$ cat config.mk
export PLATFORM = sky130hd
export DESIGN_NAME = pc_predict_unit
export DESIGN_NICKNAME = d
export VERILOG_FILES = /design/src/rtl/pc_predict_unit.sv
export SDC_FILE = /design/constraint.sdc
export NUM_CORES = 2
export LEC_CHECK = 0
export ABC_CLOCK_PERIOD_IN_PS = 4000
export BUFFER_PORTS_ARGS = -buffer_cell sky130_fd_sc_hd__clkbuf_2
export CORE_AREA = 2 2 277 306
export CTS_CLUSTER_SIZE = 16
export DETAILED_ROUTE_END_ITERATION = 10
export DIE_AREA = 0 0 279 308
export HOLD_SLACK_MARGIN = 0.1
export PLACE_DENSITY = 0.73
export SETUP_SLACK_MARGIN = 0.1
export SYNTH_ARGS = -nofsm -noshare
export SYNTH_HDL_FRONTEND = slang
export SYNTH_SLANG_ARGS = --single-unit
$ cat constraint.sdc
create_clock -name clk -period 4 [get_ports clk]
set_clock_uncertainty 0.1 [all_clocks]
set_input_delay 0.2 -clock clk [delete_from_list [all_inputs] [get_ports clk]]
set_output_delay 0.2 -clock clk [all_outputs]
set_load 0.05 [all_outputs]
$ cat src/rtl/pc_predict_unit.sv
// Fetch PC register with a direct-mapped branch target buffer and 2-bit direction counters.
// Redirects from EX take priority over predicted advance; a cache stall freezes every piece of state.
module pc_predict_unit #(
    parameter int unsigned      XLEN         = 32,
    parameter logic [XLEN-1:0]  RESET_VECTOR = '0,
    parameter int unsigned      BTB_ENTRIES  = 16
) (
    input  logic            clk,
    input  logic            reset,
    input  logic            pc_write_en,
    input  logic            is_not_cache_stall,
    input  logic            redirect_valid,
    input  logic [XLEN-1:0] redirect_pc,
    input  logic            update_valid,
    input  logic [XLEN-1:0] update_pc,
    input  logic            update_taken,
    input  logic [XLEN-1:0] update_target,
    output logic [XLEN-1:0] current_pc,
    output logic            pred_taken,
    output logic [XLEN-1:0] pred_target,
    output logic [31:0]     redirect_count
);
    localparam int unsigned IDX  = $clog2(BTB_ENTRIES);
    localparam int unsigned TAGW = XLEN - IDX - 2;

    logic [XLEN-1:0]        current_pc_q, current_pc_d;
    logic [31:0]            redirect_count_q, redirect_count_d;

    logic [BTB_ENTRIES-1:0] valid_q;
    logic [1:0]             ctr_q    [BTB_ENTRIES];
    logic [TAGW-1:0]        tag_q    [BTB_ENTRIES];
    logic [XLEN-1:0]        target_q [BTB_ENTRIES];

    logic [IDX-1:0]         lk_idx, upd_idx;
    logic [TAGW-1:0]        lk_tag, upd_tag;
    logic                   lk_hit, upd_hit, upd_we, upd_wr_data;
    logic [1:0]             ctr_d;
    logic                   unused_pc_bits;

    assign lk_idx  = current_pc_q[IDX+1:2];
    assign lk_tag  = current_pc_q[XLEN-1:IDX+2];
    assign upd_idx = update_pc[IDX+1:2];
    assign upd_tag = update_pc[XLEN-1:IDX+2];
    assign unused_pc_bits = ^update_pc[1:0];

    // Lookup reads the pre-edge array contents, so a same-cycle update is seen only next cycle.
    assign lk_hit      = valid_q[lk_idx] && (tag_q[lk_idx] == lk_tag);
    assign pred_taken  = lk_hit && ctr_q[lk_idx][1];
    assign pred_target = pred_taken ? target_q[lk_idx] : current_pc_q + XLEN'(4);

    assign upd_hit     = valid_q[upd_idx] && (tag_q[upd_idx] == upd_tag);
    assign upd_we      = is_not_cache_stall && update_valid && (upd_hit || update_taken);
    assign upd_wr_data = is_not_cache_stall && update_valid && update_taken;

    always_comb begin
        ctr_d = 2'b10;
        if (upd_hit) begin
            if (update_taken)
                ctr_d = (ctr_q[upd_idx] == 2'b11) ? 2'b11 : ctr_q[upd_idx] + 2'b01;
            else
                ctr_d = (ctr_q[upd_idx] == 2'b00) ? 2'b00 : ctr_q[upd_idx] - 2'b01;
        end
    end

    always_comb begin
        current_pc_d     = current_pc_q;
        redirect_count_d = redirect_count_q;
        if (is_not_cache_stall) begin
            if (redirect_valid) begin
                current_pc_d     = redirect_pc;
                redirect_count_d = redirect_count_q + 32'd1;
            end else if (pc_write_en) begin
                current_pc_d     = pred_target;
            end
        end
    end

    always_ff @(posedge clk or posedge reset) begin
        if (reset) begin
            current_pc_q     <= RESET_VECTOR;
            redirect_count_q <= '0;
        end else begin
            current_pc_q     <= current_pc_d;
            redirect_count_q <= redirect_count_d;
        end
    end

    always_ff @(posedge clk or posedge reset) begin
        if (reset) begin
            valid_q <= '0;
            for (int i = 0; i < int'(BTB_ENTRIES); i++)
                ctr_q[i] <= 2'b01;
        end else if (upd_we) begin
            valid_q[upd_idx] <= 1'b1;
            ctr_q[upd_idx]   <= ctr_d;
        end
    end

    // Tags and targets need no reset: they are qualified by valid on every read.
    always_ff @(posedge clk) begin
        if (upd_wr_data) begin
            tag_q[upd_idx]    <= upd_tag;
            target_q[upd_idx] <= update_target;
        end
    end

    assign current_pc     = current_pc_q;
    assign redirect_count = redirect_count_q;
endmodule

== Yosys cells after proc, flatten, opt, wreduce, memory -nomap -nowiden ==
Memories as Yosys holds them, arrays and structs flattened.
Index checks and enable logic that the tools add are counted.

* Register bits: 112
* Bits in writable memories: 928
* Input bits: 103
* Output and inout bits: 97
* Word-level logic and storage cells: 74
* Memories kept: 2

{| class="wikitable"
|+ Memory list
! name !! depth !! width !! rd ports !! clocked after memory_dff !! write ports !! RTL line !! text
|-
| target_q || 16 || 32 || 1 || 0 || 1 || 32 || <nowiki>logic [XLEN-1:0] target_q [BTB_ENTRIES];</nowiki>
|-
| tag_q || 16 || 26 || 2 || 0 || 1 || 31 || <nowiki>logic [TAGW-1:0] tag_q [BTB_ENTRIES];</nowiki>
|}

* Add/sub/neg operators: 4
* Magnitude comparators: 6
* Equal/unequal tests: 3
* Muxes and demuxes: 24
* Bitwise gates (word level): 3
* Reduce and logical (&&, ||, !) cells: 13

{| class="wikitable"
|+ Operators by type and width
! operator !! number
|-
| two-way mux 32 bit || 3
|-
| equality test 26 bit || 2
|-
| adder 32 x 1 -> 32 bit, second input constant || 1
|-
| adder 32 x 3 -> 32 bit, second input constant || 1
|-
| bitwise mux 32 bit || 1
|-
| two-way mux 2 bit || 9
|-
| binary-select mux 2 bit (select 4 bit) || 2
|-
| bitwise OR 16 bit || 1
|-
| >= comparator 5 bit, second input constant || 2
|-
| < comparator 4 x 5 -> 1 bit, second input constant || 2
|-
| NOT 4 -> 5 bit || 2
|-
| binary-select mux 1 bit (select 4 bit) || 2
|-
| demux 2 bit (select 4 bit) || 1
|-
| logical AND 1 bit || 8
|-
| < comparator 5 x 1 -> 1 bit, second input constant || 1
|-
| two-way mux 1 bit || 5
|-
| demux 1 bit (select 4 bit) || 1
|-
| >= comparator 4 x 1 -> 1 bit, second input constant || 1
|-
| AND reduction 2 bit || 2
|-
| adder 2 x 1 -> 2 bit, second input constant || 1
|-
| equality test 2 bit, second input constant || 1
|-
| logical NOT 2 bit || 1
|-
| nonzero test 2 bit || 1
|-
| subtractor 2 x 1 -> 2 bit, second input constant || 1
|-
| logical OR 1 bit || 1
|}

== Logic depth before layout (Yosys ltp) ==
* Depth after elaboration: 9
* Depth in mapped cells: 16
* Mapped depth without buffers: 9

== Worst setup path after synthesis ==
No wires, ideal clock.

* Kind: input -> register
* Start: input port update_pc[3]
* End: memory tag_q[5][0] (netlist bit), enable pin
* Library setup time: 546 ps
* Data arrival time: 5443 ps
* Path slack: -2088 ps
* Stages: 7
* Path buffers: 5
* Cells stage by stage: buf_2 buf_2 buf_2 buf_1 clkbuf_1 nand2b_1 nor3_1

{| class="wikitable"
|+ RTL lines
! what !! RTL line !! text
|-
| from (decl) || 15 || <nowiki>input logic [XLEN-1:0] update_pc,</nowiki>
|-
| to (decl) || 31 ||
|}

Straight into the memory's write port.

== Worst setup path after layout ==
* Start: register current_pc_q[2] (netlist: current_pc[2])
* End: output port pred_target[1]

* Longest elaborated chain between the ends: 6

{| class="wikitable"
|+ Ends and longest elaborated chain
! what !! RTL line !! text
|-
| from (decl) || 26 || <nowiki>logic [XLEN-1:0] current_pc_q, current_pc_d;</nowiki>
|-
| from (signal assigned) || 83 || <nowiki>current_pc_q <= current_pc_d;</nowiki>
|-
| branches (longest 5 deep; another with memory (16 x 26 bit)) || - ||
|-
| two-way mux 32 bit * || 49 || <nowiki>assign pred_target = pred_taken ? target_q[lk_idx] : current_pc_q + XLEN'(4);</nowiki>
|-
| to (decl) || 20 || <nowiki>output logic [XLEN-1:0] pred_target,</nowiki>
|}

Mark *: on every way between the ends. The select of a mux whose other input is x is not followed.

==> metrics.cfg <==
[run_status]
status=complete, but fails checks
violations=setup timing

[timing]
slew-limit-headroom=0.129
worst_pin_slew_ps=1310
period_share=1.25
fin_ws_ps=-1010
whs_ps=172
setup_tns_ps=-43400
rsz0062_at_grt=true
final_max_slew_viol_count=0
period_minus_slack_ps=5010
finalHoldViolCount=0
setup_violations=65
clock.fmax_mhz=200

[cells_and_area]
final_core_util=0.667
drive_gt1_frac=0.350
fin_area_um2=55300
areaGrowthSynthToFinish_pct=19.9
nets=3079

[synthesis]
synthTopCellsByCount=edfxtp_1, mux4_2, mux2i_1
ys_seq_area_frac=0.666
synth-seq-cells=1040
synth_edf_count=928
synthesis.nets=2601
synthDistinctLibCells=71
synth.most_common_cell=edfxtp_1
syn_area_per_cell_um2=18.5
synth_area_leaders=edfxtp_1, mux4_2, dfrtp_1
synth_flop_cell=edfxtp_1
synth_top_area_frac=0.604
synthArstFlopShare=0.108
syn-cell-area_um2=46100
synth_top_area_cell=edfxtp_1
synthCells=2496
synth-warning-count=0

[clock_tree]
path_clk_slew_ps=60
cts_tree=yes
root_buffer=clkbuf_16
cts_buffers=101
clockBufferDepth=3
clk_latency_ps=680
cts.sinks=1040
htree_levels=3

[global_routing]
grt_overflow=0
grt_util_all_layers=0.330
antenna_found_initial=6
grt_pass1_vias=28900
grt_max_degree=84
grt_pass1_wl_um=202000

[pwr]
swShare=0.264
ir_drop_v=0.000424
p_per_area_nw_per_um2=483
p_int_uw=19600
clock_power_share=0.359
p_leak_uw=0.0196
pwr-share-seq=0.460
combPwrFrac=0.182
p_switching_uw=7060

[flow_run]
cap_violations=0

[placement]
postPlaceCellArea_um2=50300
io_buffer_count=197
dpl.hpwl_um=85800
place_ws_ps=-480
gp_congestion=0.971

[critical_path]
regToRegSetupSlack_ps=-510
worstPathArrival_ps=4710
startpoint=current_pc[2]$_DFFE_PP0P_
cp.required_ps=3700
r2r_cells=13
startpoint_type=register
path_max_fanout=7
path_class=reg -> out
r2r_start=current_pc[2]$_DFFE_PP0P_
reg2reg_to=current_pc[28]$_DFFE_PP0P_
crit_path_end_kind=primary output

[route]
vias_per_cell=6.94
top_layer_used=met5
routedWlPerCell_um=34.1
met3_length_um=15300
ant_nets=0
via_count=28700
wl_met1_um=51200
drc_errors=0
drt-initial-drc-count=4069
wl_met2_um=67100
firstDrtPassIters=6
drt-total-wl_um=141000

[floorplanning]
num_io_pins=200
die_w_um=279
core_area_um2=82900
rows=111
die-area_um2=85900
initial_utilization=0.556
die_y_um=308

[hold_path]
min_path_type=in -> async

==> registers in the layout (all words and copies together) (netlist names) <==
register,cells
ctr_q,32
current_pc,32
redirect_count,32
tag_q,416
target_q,512
valid_q,16
==> power by group through the flow <==
stage	Sequential (uW)	Clock, uW	Combinational [uW]
global route	12300	10000	5020
finish	12300	9580	4850
global placement	12500	0	4400
CTS	12300	9650	4680
floorplan	12600	0	2640
detailed placement	12500	0	4440
==> worst max path at each step <==
stage,endpoint,slack (ps),cells past startpoint
final,pred_target[1],-1010,12
after global routing,pred_target[1],-1010,12
after CTS,pred_target[25],-990,12
after detailed placement,pred_target[18],-480,11
after global placement,pred_target[17],-400,11
after floorplan,current_pc[10]$_DFFE_PP0P_,-80,12
==> cells by family (layout without fill, tap and decap cells) <==
logic type      after synthesis  in the layout  synth area share
compound gates              257            257            0.0440
xor+xnor                     99             99            0.0188
fa+ha+maj                     4              4          0.000977
buf+inv                     208            771            0.0202
flops                      1040           1040             0.666
mux                         545            545             0.213
other cells                   0              3                 0
simple gates                343            343            0.0375
==> per-layer routing <==
metal | track usage | vias to the layer above
li1 | - | 11300
met1 | 0.447 | 14800
met2 | 0.520 | 2133
met3 | 0.0676 | 407
met4 | 0.159 | 2
met5 | 0 | -
==> layout make-up <==
type	instances	area [um^2]
Timing Repair Buffer	532	4960
Multi-Input combinational cell	1248	14800
Tap cell	1073	1340
Antenna cell	3	7.51
Clock inverter	46	434
Fill cell	5226	27600
Inverter	51	199
Clock buffer	142	2900
Sequential cell	1040	30700
==> what timing repair did <==
action,CTS,global route
setup endpoints to repair,65,112
buffers inserted,5,7
pin swaps,3,3
endpoints found under the hold margin,1017,0
gates resized for setup,88,54
hold buffers,97,0
cloned,5,1
==> layout by cell type (no fill, tap or decap), types with 58 or more instances in the layout <==
cell type        n
xnor2_1         72
clkbuf_2       161
buf_4          168
mux4_2         336
nand2_1         97
buf_12          58
edfxtp_1       928
clkbuf_16      105
dfrtp_1         92
dlygate4sd3_1   97
mux2i_1        154
==> critical path, cell delays in order, from the launching register on <==
cell and delay (ps):
dfrtp_4 470, buf_12 180, buf_12 130, mux4_2 500, mux4_2 470, xnor2_1 170, nand4_1 230, or4_4 500
or2_2 310, or4_4 430, buf_6 160, mux2_2 300, buf_8 160
==> through the flow <==
stage	cells	total power [uW]
2_1_floorplan	2496	15300
3_3_place_gp	3832	16900
3_5_place_dp	3832	16900
4_1_cts	4127	26600
5_1_grt	4134	27300
6_report	4135	26700
No activity file was read; power rests on OpenSTA's default activity.
